<file path="src/rtl/dtc_therm_decoder.sv">
// Two-stage streaming decoder for thermometer-coded classifier outputs.
// S1 captures the raw code word, S2 holds the decoded level/bubble flag and drives the output.
module dtc_therm_decoder #(
    parameter int W  = 10,
    parameter int LW = 4,
    parameter int EW = 8
) (
    input  logic          clk,
    input  logic          rst,
    input  logic          in_valid,
    output logic          in_ready,
    input  logic [W-1:0]  in_code,
    output logic          out_valid,
    input  logic          out_ready,
    output logic [LW-1:0] out_level,
    output logic          out_err,
    output logic [EW-1:0] err_count,
    input  logic          clr_count
);

    localparam logic [EW-1:0] CNT_MAX = '1;

    // Handshake: a transfer happens on a rising edge where valid && ready are both high.
    // A producer holds valid and its payload stable until that edge; ready never
    // depends on the valid of the same interface, so there are no combinational loops.
    logic          s1_valid;
    logic [W-1:0]  s1_code;
    logic          s2_valid;
    logic          s2_ready;
    logic          s1_advance;
    logic          in_fire;
    logic [LW-1:0] dec_level;
    logic          dec_err;
    logic          seen_zero;

    assign s2_ready   = !s2_valid || out_ready;
    assign s1_advance = s1_valid && s2_ready;
    assign in_ready   = !s1_valid || s1_advance;
    assign in_fire    = in_valid && in_ready;
    assign out_valid  = s2_valid;

    // Level is the first zero scanning upward; any one above that zero is a bubble.
    always_comb begin
        dec_level = LW'(W);
        dec_err   = 1'b0;
        seen_zero = 1'b0;
        for (int i = 0; i < W; i++) begin
            if (!s1_code[i]) begin
                if (!seen_zero) begin
                    dec_level = LW'(i);
                end
                seen_zero = 1'b1;
            end else if (seen_zero) begin
                dec_err = 1'b1;
            end
        end
    end

    always_ff @(posedge clk) begin
        if (rst) begin
            s1_valid <= 1'b0;
            s1_code  <= '0;
        end else begin
            if (in_fire) begin
                s1_code <= in_code;
            end
            if (in_fire) begin
                s1_valid <= 1'b1;
            end else if (s1_advance) begin
                s1_valid <= 1'b0;
            end
        end
    end

    always_ff @(posedge clk) begin
        if (rst) begin
            s2_valid  <= 1'b0;
            out_level <= '0;
            out_err   <= 1'b0;
        end else begin
            if (s1_advance) begin
                s2_valid  <= 1'b1;
                out_level <= dec_level;
                out_err   <= dec_err;
            end else if (out_ready) begin
                s2_valid <= 1'b0;
            end
        end
    end

    // Clear wins over a same-edge increment; the count sticks at its maximum.
    always_ff @(posedge clk) begin
        if (rst || clr_count) begin
            err_count <= '0;
        end else if (s1_advance && dec_err && (err_count != CNT_MAX)) begin
            err_count <= err_count + 1'b1;
        end
    end

endmodule

</file>
<file path="config.mk">
export PLATFORM = sky130hd
export DESIGN_NAME = dtc_therm_decoder
export DESIGN_NICKNAME = d
export VERILOG_FILES = /design/src/rtl/dtc_therm_decoder.sv
export SDC_FILE = /design/constraint.sdc
export NUM_CORES = 1
export LEC_CHECK = 0
export ABC_AREA = 1
export BUFFER_PORTS_ARGS = -buffer_cell sky130_fd_sc_hd__buf_2
export CAP_MARGIN = 10
export CORE_MARGIN = 4
export CORE_UTILIZATION = 51
export DETAILED_ROUTE_END_ITERATION = 7
export PLACE_DENSITY = 0.73
export SYNTH_ARGS = -nofsm -noshare
export SYNTH_HDL_FRONTEND = slang
export SYNTH_SLANG_ARGS = --single-unit
</file>
<file path="constraint.sdc">
create_clock -name clk -period 1.6 [get_ports clk]
set_input_delay 0.08 -clock clk [delete_from_list [all_inputs] [get_ports clk]]
set_output_delay 0.08 -clock clk [all_outputs]
set_load 0.01 [all_outputs]
</file>
# Word level (Yosys, flattened, before mapping)
# Cells that the tools add are included.
# Widths: inputs -> output; s select.
[totals]
latch_bits = 0
mem_bits_rw = 0
output_inout_bits = 15
register_bits = 25
n_memories = 0
rom_bits = 0
[classes]
n_reduce_logical = 11
n_bitwise = 0
n_eq_ne = 1
n_shift = 0
n_mux = 49
addsub = 1
mul = 0
div = 0
n_lt_le_gt_ge = 0
[op_table]
columns = ["op", "n"]
rows = [
  ["$mux 4", 19],
  ["$mux 1", 30],
  ["$add 8x1->8 const B", 1],
  ["$ne 8x8->1 const B", 1],
  ["$logic_and 1x1->1", 4],
  ["$reduce_bool 2->1", 2],
  ["$logic_or 1x1->1", 3],
  ["$logic_not 1->1", 2],
]

# Longest topological paths before layout
[depth]
depth_word = 20
ltp_mapped = 12
ltp_nobuf = 12

# Worst setup path after synthesis
# OpenSTA, ideal clock, no wires.
[synth_path]
kind = "reg2reg"
start = "reg err_count[1]"
end = "reg err_count[0]"
path_stages_with_launch = 9
required_time_ns = 1.487
setup_slack_ns = 0.203
t_arrival_ns = 1.284
path_cell_list = "dfxtp_1 -> ha_1 -> nand4_1 -> nor2_1 -> nand2_2 -> nand3_4 -> nand2_1 -> nand2_1 -> nor2_1"
[synth_between]
elab_chain_cells = 2
[synth_lines]
columns = ["element", "line_no", "source"]
rows = [
  ["start, declared", "17", "output logic [EW-1:0] err_count,"],
  ["start signal, assigned", "96", "err_count <= err_count + 1'b1;"],
  ["$ne 8x8->1", "95", "end else if (s1_advance && dec_err && (err_count != CNT_MAX)) begin"],
  ["$logic_and 1x1->1", "95", ""],
]
# Every way passes these cells.
# A chain may end at the register's enable or synchronous reset.

# Worst setup path after layout
[layout_path]
start = "reg err_count[3]"
end = "reg err_count[5]"
[layout_between]
elab_chain_cells = 2
[layout_lines]
columns = ["element"]
rows = [
  ["branches (longest 2 deep; another with $add 8x1->8)"],
]
# Parallel ways; which one is timed is not known.

==> flow_summary.toml <==
[synthesis]
synth_seq_cells = 25
seq_area_frac_synth_pct = 41.2
ys_types = 21
synth_fp_nets = 185
syn_area_per_cell_um2 = 7.19
synth_cells = 169
ys_warn_count = 0
syn_area_um2 = 1210

[setup_path]
r2r_slack_ns = 0.11
crit_chain = "nand2_1 -> inv_1 -> nand4_1 -> nor2_1 -> nand2_2 -> nand3_4 -> nand2_1 -> a21oi_1"
critPathKind = "reg -> reg"
cp_num_buf_inv = 1
crit_top_cell = "nand2_1"
slowest_stage = "dfxtp_1"
critical_path_arrival_ns = 1.75
worstPathRequired_ns = 1.86
startpoint_type = "register"
path_delay_family = "simple AND/OR/NAND/NOR gates"
reg2reg_from = "err_count[3]"
cp-end-kind = "register"
rr_endpoint = "err_count[5]"
slowest_delay_ns = 0.46
rr_worst_depth = 8
critPathMaxFanout = 9

[sta]
hold_violations = 0
clock_skew_ns = 0.0113
tightestPinTransition_ns = 0.330
drv_slew = 0
grt_setup_unrepaired = "false"
period_needed_ns = 1.49
max_freq_mhz = 671
finalSetupViolCount = 0
setup_ws_ns = 0.111
slew_headroom_pct = 77.9
post-route-period-util_pct = 93.1
tns_ns = 0

[clock_tree]
cts_tree = "built"
post_cts_buffers = 0
h-tree-depth = 1
clk_path_buf_depth = 2
root_buffer = "clkbuf_4"
insertion_delay_ns = 0.33
clkTransAtPathRegs_ns = 0.13
cts_buffers = 3
clkSinkCount = 25

[run_status]
status = "completed"

[global_routing]
gr-usage-met1_pct = 16.8
grt.overflow.total = 0
top_usage_layer = "met2"
grt_max_degree = 15
antenna_found_initial = 0
gr-usage-met2_pct = 33.5
grt_first_pass_wirelength_mm = 4.46
grt_use_total_pct = 16.9
grt_use_met3_pct = 2.53
grt_pass1_vias = 1156

[pwr]
internal_power_uw = 811
power_frac_seq_pct = 60.9
vdd_drop_max_v = 0.000658
swShare_pct = 27.4
combPwrFrac_pct = 14.1
power.leakage_uw = 0.000661
pwr-share-clk_pct = 25.0
p_sw_uw = 306
power.density_nw_per_um2 = 758

[detailed_routing]
wire_per_inst_um = 11.6
drtIter0Drc = 43
drt_wl_total_mm = 2.71
drc = 0
via_per_inst = 5.22
drt_pre_antenna_iters = 4
ant_nets = 0
vias = 1222

[final_layout]
layout_commonest_cell = "nand2_1"
drive_gt1_share_pct = 23.3
layout_common_cells = "nand2_1 (31), buf_2 (29), dfxtp_1 (23)"
area_growth_pct = 21.2
fill_cells = 223
nNetsFinal = 223
diodes = 0

[hold_path]
hold_start = "in_code[7]"
min_to = "s1_code[7]"
hold_class = "in -> reg"
hold_depth = 3

[floorplanning]
ios = 30
die_w_um = 56.8
initial_core_util_pct = 54.4
dieHeight_um = 56.8
core-area_um2 = 2230
rows = 17
die-area_um2 = 3230

[placed_design]
place.gp.congestion = 0.911
placement.io_buffers = 29
place_hpwl_mm = 2.10
pre_cts_ws_ns = 0.129

[flow_run]
drv_cap = 0
-- cells in the mapped netlist --
| cell | number | area (um2) |
|---|---|---|
| nand4_1 | 9 | 56.3 |
| inv_1 | 18 | 67.6 |
| a21oi_1 | 19 | 95.1 |
| nor2_4 | 2 | 22.5 |
| a31oi_1 | 1 | 6.26 |
| nor2_1 | 21 | 78.8 |
| clkbuf_1 | 2 | 7.51 |
| nand3_4 | 1 | 17.5 |
| inv_4 | 1 | 6.26 |
| dfxtp_1 | 25 | 500 |
| xor2_1 | 3 | 26.3 |
| nor3_1 | 2 | 10.0 |
| nand2_1 | 31 | 116 |
| xnor2_1 | 2 | 17.5 |
| o21ai_0 | 18 | 90.1 |
| nand2_2 | 5 | 31.3 |
| o211ai_1 | 1 | 7.51 |
| nand3_1 | 5 | 25.0 |
| a21oi_2 | 1 | 8.76 |
| ha_1 | 1 | 12.5 |
| nand2_4 | 1 | 11.3 |
-- power groups by stage --
| stage | logic [uW] | clock network, uW | registers [uW] |
|---|---|---|---|
| 6_report | 157 | 280 | 680 |
| 5_1_grt | 178 | 308 | 685 |
| 4_1_cts | 158 | 287 | 679 |
| 3_5_place_dp | 150 | 0 | 693 |
| 3_3_place_gp | 146 | 0 | 691 |
| 2_1_floorplan | 95.8 | 0 | 692 |
-- how the worst max path moves through the flow --
stage / from / endpoint / slack, ns / depth (start not counted)
global route: err_count[3] / err_count[2] / 0.005 / 8
finish: err_count[3] / err_count[5] / 0.11 / 8
floorplan: err_count[1] / err_count[0] / 0.20 / 8
global placement: err_count[1] / err_count[0] / 0.22 / 8
detailed placement: err_count[1] / err_count[5] / 0.13 / 7
CTS: err_count[1] / err_count[5] / 0.08 / 7
-- state kept, by name, summed over array words and instances, names as in the netlist --
signal / flops
s1_valid: 1
out_level: 4
s1_code: 10
out_err: 1
out_valid: 1
err_count: 8
-- metrics by stage --
| step | util [%] | instances | power, uW | hold WS, ns | area [um2] |
|---|---|---|---|---|---|
| floorplan | - | 169 | 788 | 0.149 | 1210 |
| global route | 65.9 | 234 | 1170 | 0.0113 | 1470 |
| finish | 65.9 | 234 | 1120 | 0.00201 | 1470 |
| CTS | 65.8 | 234 | 1120 | 0.00381 | 1470 |
| global placement | 62.8 | 226 | 837 | 0.318 | 1400 |
| detailed placement | 62.8 | 226 | 843 | 0.323 | 1400 |
-- repair_timing --
item | in CTS | in global routing
hold buffers | 4 | 0
setup endpoints to repair | 0 | 6
gates resized for setup | 0 | 2
hold endpoints to repair | 7 | 0
-- cells by family after synthesis --
family,Yosys count,synth area share [%]
AOI/OAI and AO/OA,40,17.1
xor gates and xnor gates,5,3.61
adders and majority gates,1,1.03
buffers and inverters,21,6.69
DFF,25,41.2
and+or+nand+nor,77,30.4
-- worst register-to-register path, cell delays in order, from the launching register on --
cell and delay, ns:
dfxtp_1 0.46, nand2_1 0.10, inv_1 0.09, nand4_1 0.12, nor2_1 0.17, nand2_2 0.14
nand3_4 0.16, nand2_1 0.07, a21oi_1 0.12
-- cell type report --
type	instances	area (um2)	area share, %
tap	28	35.0	2.38
clock inverter	1	5.00	0.340
timing repair buffer	35	200	13.6
sequential	25	503	34.2
clock buffer	3	22.5	1.53
multi-input combinational	123	633	43.0
inverter	19	73.8	5.01
-- per-layer routing --
metal	routed length, um	vias to the layer above
met5	0	-
met4	25	0
li1	-	629
met1	1060	552
met2	1460	38
met3	152	3
Power figures use the tool's default switching activity.
